[src/rtl/mux_serial_feeder_if.sv]
// ---------------------------------------------------------------------------
// mux_serial_feeder_if
// Upstream word handshake plus the multiplexor drive lines of the
// serial feeder.
//   master : the upstream producer / observer of the mux drive lines.
//   slave  : the feeder itself.
// ---------------------------------------------------------------------------
interface mux_serial_feeder_if #(
   parameter int DATA_W = 8
);
   logic              in_valid;
   logic              in_ready;
   logic [DATA_W-1:0] in_data;
   logic [2:0]        in_chan;
   logic [2:0]        sel;
   logic              sig;
   logic              busy;
   logic              frame_done;

   modport master (
      output in_valid, in_data, in_chan,
      input  in_ready, sel, sig, busy, frame_done
   );

   modport slave (
      input  in_valid, in_data, in_chan,
      output in_ready, sel, sig, busy, frame_done
   );
endinterface

[src/rtl/mux_serial_feeder.sv]
// ---------------------------------------------------------------------------
// mux_serial_feeder
// Upstream stage of the 1-to-8 multiplexor. A word accepted over the
// valid/ready handshake is shifted out MSB-first on sig, one bit per clock,
// while sel holds the destination channel. A programmable low gap follows
// each frame before the next word is accepted. All outputs are registered.
//
// Optional feature (macro MUX_SERIAL_FEEDER_PARITY_EN): append one
// even-parity bit after bit 0; frame_done then marks the parity cycle.
//
// The interface instance must carry the same DATA_W as this module.
// ---------------------------------------------------------------------------
module mux_serial_feeder #(
   parameter int DATA_W     = 8,   // 2..32
   parameter int GAP_CYCLES = 1    // 0..15
) (
   input  logic                 clk,
   input  logic                 rst_n,
   mux_serial_feeder_if.slave   bus
);

`ifdef MUX_SERIAL_FEEDER_PARITY_EN
   localparam int PAR_W = 1;
`else
   localparam int PAR_W = 0;
`endif

   // Bits shifted out per frame (data plus optional parity).
   localparam int FRAME_W = DATA_W + PAR_W;
   localparam int CNT_W   = $clog2(FRAME_W);

   localparam logic [CNT_W-1:0] CNT_LOAD = CNT_W'(FRAME_W - 1);
   localparam logic [CNT_W-1:0] CNT_ONE  = CNT_W'(1);
   localparam logic [CNT_W-1:0] CNT_ZERO = '0;
   localparam logic [3:0]       GAP_LOAD = (GAP_CYCLES > 0) ? 4'(GAP_CYCLES - 1) : 4'd0;

   // Reject illegal configurations at elaboration.
   if (DATA_W < 2 || DATA_W > 32) begin : g_bad_data_w
      $error("mux_serial_feeder: DATA_W must be 2..32");
   end
   if (GAP_CYCLES < 0 || GAP_CYCLES > 15) begin : g_bad_gap
      $error("mux_serial_feeder: GAP_CYCLES must be 0..15");
   end

   typedef enum logic [1:0] {
      ST_IDLE  = 2'd0,
      ST_SHIFT = 2'd1,
      ST_GAP   = 2'd2
   } state_t;

   // Registered state and outputs.
   state_t             r_state;
   logic [FRAME_W-1:0] r_shift;     // bits still to be sent, MSB next
   logic [CNT_W-1:0]   r_cnt;       // bits remaining after the one on sig
   logic [3:0]         r_gap_cnt;   // gap cycles remaining after this one
   logic [2:0]         r_sel;
   logic               r_sig;
   logic               r_in_ready;
   logic               r_busy;
   logic               r_frame_done;

   // Next-state values.
   state_t             w_state_nxt;
   logic [FRAME_W-1:0] w_shift_nxt;
   logic [CNT_W-1:0]   w_cnt_nxt;
   logic [3:0]         w_gap_nxt;
   logic [2:0]         w_sel_nxt;
   logic               w_sig_nxt;
   logic               w_ready_nxt;
   logic               w_busy_nxt;
   logic               w_fd_nxt;

   logic               w_accept;
   logic [FRAME_W-1:0] w_frame;

   assign w_accept = bus.in_valid && r_in_ready;

   // Frame image as it will leave on sig: the word, then parity if enabled.
`ifdef MUX_SERIAL_FEEDER_PARITY_EN
   assign w_frame = {bus.in_data, ^bus.in_data};
`else
   assign w_frame = bus.in_data;
`endif

   // Next-state and next-output decode for the IDLE/SHIFT/GAP sequencer.
   always_comb begin
      // NOTE: every signal gets a default first so no path leaves one
      // unassigned; that is what keeps this block from inferring latches.
      w_state_nxt = r_state;
      w_shift_nxt = r_shift;
      w_cnt_nxt   = r_cnt;
      w_gap_nxt   = r_gap_cnt;
      w_sel_nxt   = r_sel;
      w_sig_nxt   = 1'b0;
      w_ready_nxt = 1'b0;
      w_busy_nxt  = 1'b1;
      w_fd_nxt    = 1'b0;

      case (r_state)
         ST_IDLE: begin
            w_ready_nxt = 1'b1;
            w_busy_nxt  = 1'b0;
            if (w_accept) begin
               // First bit goes straight onto sig; the rest wait in r_shift.
               w_state_nxt = ST_SHIFT;
               w_sig_nxt   = w_frame[FRAME_W-1];
               w_shift_nxt = w_frame << 1;
               w_cnt_nxt   = CNT_LOAD;
               w_sel_nxt   = bus.in_chan;
               w_ready_nxt = 1'b0;
               w_busy_nxt  = 1'b1;
            end
         end

         ST_SHIFT: begin
            if (r_cnt != CNT_ZERO) begin
               w_sig_nxt   = r_shift[FRAME_W-1];
               w_shift_nxt = r_shift << 1;
               w_cnt_nxt   = r_cnt - CNT_ONE;
               // The bit loaded now is the last one of the frame.
               w_fd_nxt    = (r_cnt == CNT_ONE);
            end else if (GAP_CYCLES > 0) begin
               w_state_nxt = ST_GAP;
               w_gap_nxt   = GAP_LOAD;
            end else begin
               w_state_nxt = ST_IDLE;
               w_ready_nxt = 1'b1;
               w_busy_nxt  = 1'b0;
            end
         end

         ST_GAP: begin
            if (r_gap_cnt == 4'd0) begin
               w_state_nxt = ST_IDLE;
               w_ready_nxt = 1'b1;
               w_busy_nxt  = 1'b0;
            end else begin
               w_gap_nxt = r_gap_cnt - 4'd1;
            end
         end

         default: begin
            w_state_nxt = ST_IDLE;
            w_ready_nxt = 1'b1;
            w_busy_nxt  = 1'b0;
         end
      endcase
   end

   // State register; reset aborts any frame immediately.
   always_ff @(posedge clk or negedge rst_n) begin
      // NOTE: sequential state uses non-blocking assignments so every
      // register samples pre-edge values regardless of statement order.
      if (!rst_n) begin
         r_state <= ST_IDLE;
      end else begin
         r_state <= w_state_nxt;
      end
   end

   // Datapath and output registers.
   always_ff @(posedge clk or negedge rst_n) begin
      // NOTE: the shift register and counters are reset too, so an aborted
      // frame leaves no stale bits behind; nothing here is a RAM.
      if (!rst_n) begin
         r_shift      <= '0;
         r_cnt        <= '0;
         r_gap_cnt    <= '0;
         r_sel        <= 3'd0;
         r_sig        <= 1'b0;
         r_in_ready   <= 1'b1;
         r_busy       <= 1'b0;
         r_frame_done <= 1'b0;
      end else begin
         r_shift      <= w_shift_nxt;
         r_cnt        <= w_cnt_nxt;
         r_gap_cnt    <= w_gap_nxt;
         r_sel        <= w_sel_nxt;
         r_sig        <= w_sig_nxt;
         r_in_ready   <= w_ready_nxt;
         r_busy       <= w_busy_nxt;
         r_frame_done <= w_fd_nxt;
      end
   end

   assign bus.in_ready   = r_in_ready;
   assign bus.sel        = r_sel;
   assign bus.sig        = r_sig;
   assign bus.busy       = r_busy;
   assign bus.frame_done = r_frame_done;

endmodule

[src/flat_wrapper.sv]
// flat-port wrapper written by rule: the top's interface ports become plain ports
module mux_serial_feeder_flat 
#(
   parameter int DATA_W     = 8,           
   parameter int GAP_CYCLES = 1            
)
  (clk, rst_n, bus_in_valid, bus_in_data, bus_in_chan, bus_in_ready, bus_sel, bus_sig, bus_busy, bus_frame_done);
  mux_serial_feeder_if #(.DATA_W(DATA_W)) bus_i ();
  input  logic clk;
  input  logic rst_n;
  input wire logic [$bits(bus_i.in_valid)-1:0] bus_in_valid;
  input wire logic [$bits(bus_i.in_data)-1:0] bus_in_data;
  input wire logic [$bits(bus_i.in_chan)-1:0] bus_in_chan;
  output wire logic [$bits(bus_i.in_ready)-1:0] bus_in_ready;
  output wire logic [$bits(bus_i.sel)-1:0] bus_sel;
  output wire logic [$bits(bus_i.sig)-1:0] bus_sig;
  output wire logic [$bits(bus_i.busy)-1:0] bus_busy;
  output wire logic [$bits(bus_i.frame_done)-1:0] bus_frame_done;
  assign bus_i.in_valid = bus_in_valid;
  assign bus_i.in_data = bus_in_data;
  assign bus_i.in_chan = bus_in_chan;
  assign bus_in_ready = bus_i.in_ready;
  assign bus_sel = bus_i.sel;
  assign bus_sig = bus_i.sig;
  assign bus_busy = bus_i.busy;
  assign bus_frame_done = bus_i.frame_done;
  mux_serial_feeder #(.DATA_W(DATA_W), .GAP_CYCLES(GAP_CYCLES)) u_core (.clk(clk), .rst_n(rst_n), .bus(bus_i));
endmodule
[config.mk]
export PLATFORM = sky130hd
export DESIGN_NAME = mux_serial_feeder_flat
export DESIGN_NICKNAME = d
export VERILOG_FILES = /design/src/rtl/mux_serial_feeder_if.sv /design/src/rtl/mux_serial_feeder.sv /design/src/flat_wrapper.sv
export SDC_FILE = /design/constraint.sdc
export NUM_CORES = 1
export LEC_CHECK = 0
export ABC_CLOCK_PERIOD_IN_PS = 1680
export CAP_MARGIN = 0
export CORE_ASPECT_RATIO = 0.75
export CORE_MARGIN = 4
export CORE_UTILIZATION = 40
export CTS_BUF_LIST = sky130_fd_sc_hd__clkbuf_4
export DETAILED_ROUTE_END_ITERATION = 10
export PLACE_DENSITY = 0.7
export SETUP_SLACK_MARGIN = 0.15
export SYNTH_ARGS = -nofsm -noshare
export SYNTH_HDL_FRONTEND = slang
export SYNTH_SLANG_ARGS = --single-unit
export TNS_END_PERCENT = 10
[constraint.sdc]
create_clock -name clk -period 1.68 [get_ports clk]
set_clock_uncertainty 0.2 [all_clocks]
set_input_delay 0.252 -clock clk [delete_from_list [all_inputs] [get_ports clk]]
set_output_delay 0.252 -clock clk [all_outputs]
set_load 0.01 [all_outputs]
Word level (Yosys, flattened, before mapping)
Index checks and enable logic that the tools add are counted.

operators by class
  reductions and logical operators = 10
  add/subtract/negate cells = 2
  multiplexer cells = 24
  eq/ne operators = 8

operators with widths
  kind                 count
  $mux 8               2
  $pmux 8 s2           1
  $reduce_and 3->1     3
  $mux 1               8
  $mux 4               2
  $pmux 4 s2           1
  $mux 2               3
  $mux 3               2
  $ne 2x1->1 const B   3
  $pmux 1 s3           2
  $pmux 2 s3           1
  $pmux 3 s2           1
  $logic_not 4->1      1
  $ne 2x2->1 const B   2
  $reduce_bool 2->1    2
  $sub 4x1->4 const B  1
  $eq 3x1->1 const B   1
  $reduce_bool 3->1    1
  $sub 3x1->3 const B  1
  $eq 2x1->1 const B   1
  $eq 2x2->1 const B   1
  $logic_not 2->1      1
  $pmux 1 s2           1
  $reduce_and 2->1     1
  $logic_and 1x1->1    1

word-level totals
  input port bits = 14
  bits in registers = 24
  logic and storage cells = 53

Depth between registers and ports, before layout
Gate-level depths: netlist (run 1).

  word-level depth = 3
  depth in mapped cells = 7
  mapped depth without buffers = 6

Worst setup path before layout (run 1)
No wires, ideal clock.

  kind = register to register
  from = register u_core.r_in_ready, in the netlist u_core.bus.in_ready
  to = register u_core.r_sel[1], in the netlist u_core.bus.sel[1]
  buffers on the path = 1
  cell stages (with the launch flop) = 4
  slack = -0.052 ns
  library setup time = 0.127 ns
  data arrival time = 1.405 ns
  required time = 1.353 ns
  cell sequence = dfstp_2 > nor4bb_4 > buf_4 > mux2_1

on the way
  longest elaborated chain between the ends = 2

ends and longest elaborated chain
  what                        line                      text
  from (decl)                 mux_serial_feeder.sv:58   logic r_in_ready;
  from (signal assigned)      mux_serial_feeder.sv:180  r_in_ready <= w_ready_nxt;
  $logic_and 1x1->1           mux_serial_feeder.sv:76   assign w_accept = bus.in_valid && r_in_ready;
  $reduce_and 2->1 (no line)  n/a
  to (signal assigned)        mux_serial_feeder.sv:178  r_sel <= w_sel_nxt;
  to (decl)                   mux_serial_feeder.sv:56   logic [2:0] r_sel;

Every way passes these cells.
A chain may end at the register's enable or synchronous reset.

Worst setup path after layout (run 1)
  from = register u_core.r_cnt[1]
  to = register u_core.r_shift[3]

on the way
  longest elaborated chain between the ends = 3

ends and longest elaborated chain
  what                        line                      text
  from (decl)                 mux_serial_feeder.sv:54   logic [CNT_W-1:0] r_cnt;
  from (signal assigned)      mux_serial_feeder.sv:176  r_cnt <= w_cnt_nxt;
  $reduce_bool 3->1           mux_serial_feeder.sv:116  if (r_cnt != CNT_ZERO) begin
  $ne 2x1->1 (no line)        n/a
  $reduce_and 3->1 (no line)  n/a
  to (signal assigned)        mux_serial_feeder.sv:175  r_shift <= w_shift_nxt;
  to (decl)                   mux_serial_feeder.sv:53   logic [FRAME_W-1:0] r_shift;

Every way passes these cells.

==> flow_metrics.tcl, run 1 <==
set metrics [dict create \
    status "finished with violations" \
    failed_checks "setup timing" \
    synth-edff-count 0 \
    p_leak_nw 0.673 \
    viasPerCell 4.96 \
    first_iter_violations 36 \
    rows 16 \
    coreArea_um2 2620 \
    grt_overflow 0 \
    finalCriticalPeriod_ns 1.71 \
    fmax_ghz 0.583 \
    period_share_pct 102 \
    start_util_pct 41.7 \
    syn2layout_area_growth_pct 38.7 \
    clockBufferDepth 2 \
    pre_cts_ws_ns -0.248 \
    hp-class "in -> async" \
    setup_ws_ns -0.0338 \
    cts_tree "yes" \
    crit_path_start "u_core.r_cnt[1]" \
    gp_congestion 0.689 \
    diodes 0 \
    maxSlewViolCount 0 \
    antenna_found_initial 0 \
    grt.met1_usage_pct 17.7 \
    yosysSeqAreaShare_pct 52.7 \
    port_buffers 20 \
    clk_pin_slew_ns 0.12 \
    rr_startpoint "u_core.r_cnt[1]" \
    cts_hold_buffers 0 \
    synthesis.nets 110 \
    synthesis.area_um2 1090 \
    grtUsageTotal_pct 13.9 \
    syn_inst 91 \
    cts_max_level 1 \
    wl_um 2270 \
    synth_flop_cell "dfrtp_1" \
    r2r-end "u_core.r_shift[3]" \
    worstPathRequired_ns 1.69 \
    async_flop_share_pct 100 \
    ff2ff_path_depth 7 \
    dp_hpwl_um 1590 \
    drc 0 \
    io_pins 21 \
    synth_seq_cells 23 \
    criticalPathCategory "reg -> reg" \
    drtPass1Iterations 6 \
    rsz0062_at_grt "yes" \
    cp-endpoint "u_core.r_shift[3]" \
    worst_slew_pin_slew_ns 0.313 \
    path_max_fanout 7 \
    die_y_um 53.3 \
    die_x_um 68.4 \
    yosysWarnings 0 \
    drtAntennaViolNets 0 \
    met3_usage_pct 3.82 \
    cts_buffers 3 \
    irDropWorstVdd_mv 0.724 \
    drive_gt1_share_pct 31.2 \
    vias 798 \
    grt.busiest_layer "met2" \
    fin_nets 145 \
    grt_max_degree 24 \
    finalHoldViolations 0 \
    critPathCaptureType "register" \
    r2r_slack_ns -0.03 \
    cts-root-buf "clkbuf_4" \
    postPlaceCellArea_um2 1410 \
    arrival_ns 1.73 \
    setup-violations-final 9 \
    slew_headroom_pct 79.1 \
    synth_cell_types 32 \
    grt_pass1_vias 827 \
    final_cell_area_um2 1520 \
    drv_cap 0 \
    syn-mean-instance-area_um2 12.0 \
    cts_sinks 23 \
    insertion_delay_ns 0.31 \
    dieArea_um2 3650 \
    final_util_pct 57.9 \
    routedWlPerCell_um 14.1 \
    power_density_nw_per_um2 1630 \
    cp-start-kind "register" \
    grt_pass1_wl_um 3760 \
    grt_util_met2_pct 23.5 \
]
## how the worst min path moves through the flow
stage,to,slack (ns),cells after the start
after global placement,u_core.r_gap_cnt[3],0.27,1
final,u_core.r_shift[3],0.07,2
after CTS,u_core.r_shift[3],0.08,2
after detailed placement,u_core.r_gap_cnt[3],0.29,1
after floorplan,u_core.bus.busy,-0.24,0
after global routing,u_core.r_shift[3],0.08,2
## synth_stat cells, types with 2 or more instances
cell type	n	share of area [%]
nand3b_1	2	1.4
nor2_1	3	1.0
dfrtp_1	22	50
mux2_2	2	2.1
mux2i_1	8	7.3
buf_4	2	1.4
nand2b_1	2	1.1
nor3_1	7	3.2
a2bb2oi_2	2	2.7
ha_1	5	5.7
nand2_1	3	1.0
inv_1	6	2.1
a21oi_1	8	3.7
## what timing repair did
action	in CTS	in global routing
resized for setup	20	7
pin swaps	7	7
buffers inserted	2	2
setup endpoints to repair	27	21
## power by group
group | leakage (nW) | switching, mW | internal (mW) | total, mW
clock | 0.0184 | 0.166 | 0.109 | 0.276
combinational | 0.377 | 0.578 | 0.736 | 1.31
sequential | 0.278 | 0.115 | 0.772 | 0.886
## worst max-delay path, stage by stage (launching register included)
cell and delay, ns:
dfrtp_1 0.39, inv_2 0.06, ha_4 0.16, ha_4 0.16
nor3b_4 0.24, or2_1 0.19, buf_6 0.15, a21oi_1 0.07
## layout by cell type, fill, tap and decap left out, drive strengths merged
cell type | synthesis | final
a21oi | 9 | 9
a22o | 1 | 1
a2bb2oi | 2 | 2
a32o | 1 | 1
and2b | 1 | 1
and3 | 1 | 1
buf | 4 | 15
clkbuf | 0 | 4
clkdlybuf4s50 | 0 | 13
dfrtp | 22 | 22
dfstp | 1 | 1
dlygate4sd2 | 0 | 6
ha | 5 | 5
inv | 6 | 6
mux2 | 3 | 3
mux2i | 8 | 8
nand2 | 3 | 3
nand2b | 2 | 2
nand3b | 2 | 2
nor2 | 3 | 3
nor2b | 1 | 1
nor3 | 7 | 7
nor3b | 1 | 1
nor4bb | 1 | 1
o211ai | 1 | 1
o21ai | 1 | 1
o41ai | 1 | 1
or2 | 2 | 2
or2b | 1 | 1
or3 | 1 | 1
## sequential cells by signal (all words and copies together), names as in the netlist
signal,cells
u_core.r_shift,7
u_core.r_gap_cnt,4
u_core.bus.sel,3
u_core.r_cnt,3
u_core.r_state,2
u_core.bus.busy,1
u_core.bus.frame_done,1
u_core.bus.in_ready,1
u_core.bus.sig,1
## logic make-up after synthesis
logic type,share of synthesized area (%)
multiplexers,10.4
flip-flops,52.7
AO/OA/AOI/OAI,10.9
adder cells (fa/ha/maj),5.71
AND/OR/NAND/NOR,15.4
buffers and inverters,4.91
## layer usage
metal  wire length, um  share of wire, %  up-vias
met1              1020                45      390
met3                84               3.7        4
met2              1130                50       15
met4                27               1.2        0
met5                 0                 0        -
li1                  -                 -      389
## cell type report
cell class,instances,area [um^2]
Fill cell,225,1100
Sequential cell,23,577
Multi-Input combinational cell,58,541
Timing Repair Buffer,34,304
Tap cell,36,45.0
Clock buffer,4,30.0
Inverter,6,22.5
## stage by stage
step | total power, mW | TNS [ns] | hold slack, ns | cells
finish | 2.48 | -0.235 | 0.0681 | 161
global route | 2.67 | -1.09 | 0.0755 | 161
floorplan | 1.64 | 0 | -0.244 | 91
global placement | 2.00 | -2.26 | 0.271 | 153
detailed placement | 2.05 | -2.35 | 0.286 | 153
CTS | 2.39 | 0 | 0.0776 | 159
No activity file was read; power rests on OpenSTA's default activity.
==> run 2, diff against run 1 <==
--- a/config.mk
+++ b/config.mk
@@ -12,6 +12,7 @@
 export CORE_UTILIZATION = 40
 export CTS_BUF_LIST = sky130_fd_sc_hd__clkbuf_4
 export DETAILED_ROUTE_END_ITERATION = 10
+export GPL_TIMING_DRIVEN = 1
 export PLACE_DENSITY = 0.7
 export SETUP_SLACK_MARGIN = 0.15
 export SYNTH_ARGS = -nofsm -noshare
==> results of run 2 <==
The final DEF is identical to that of run 1; final timing and power are the same.
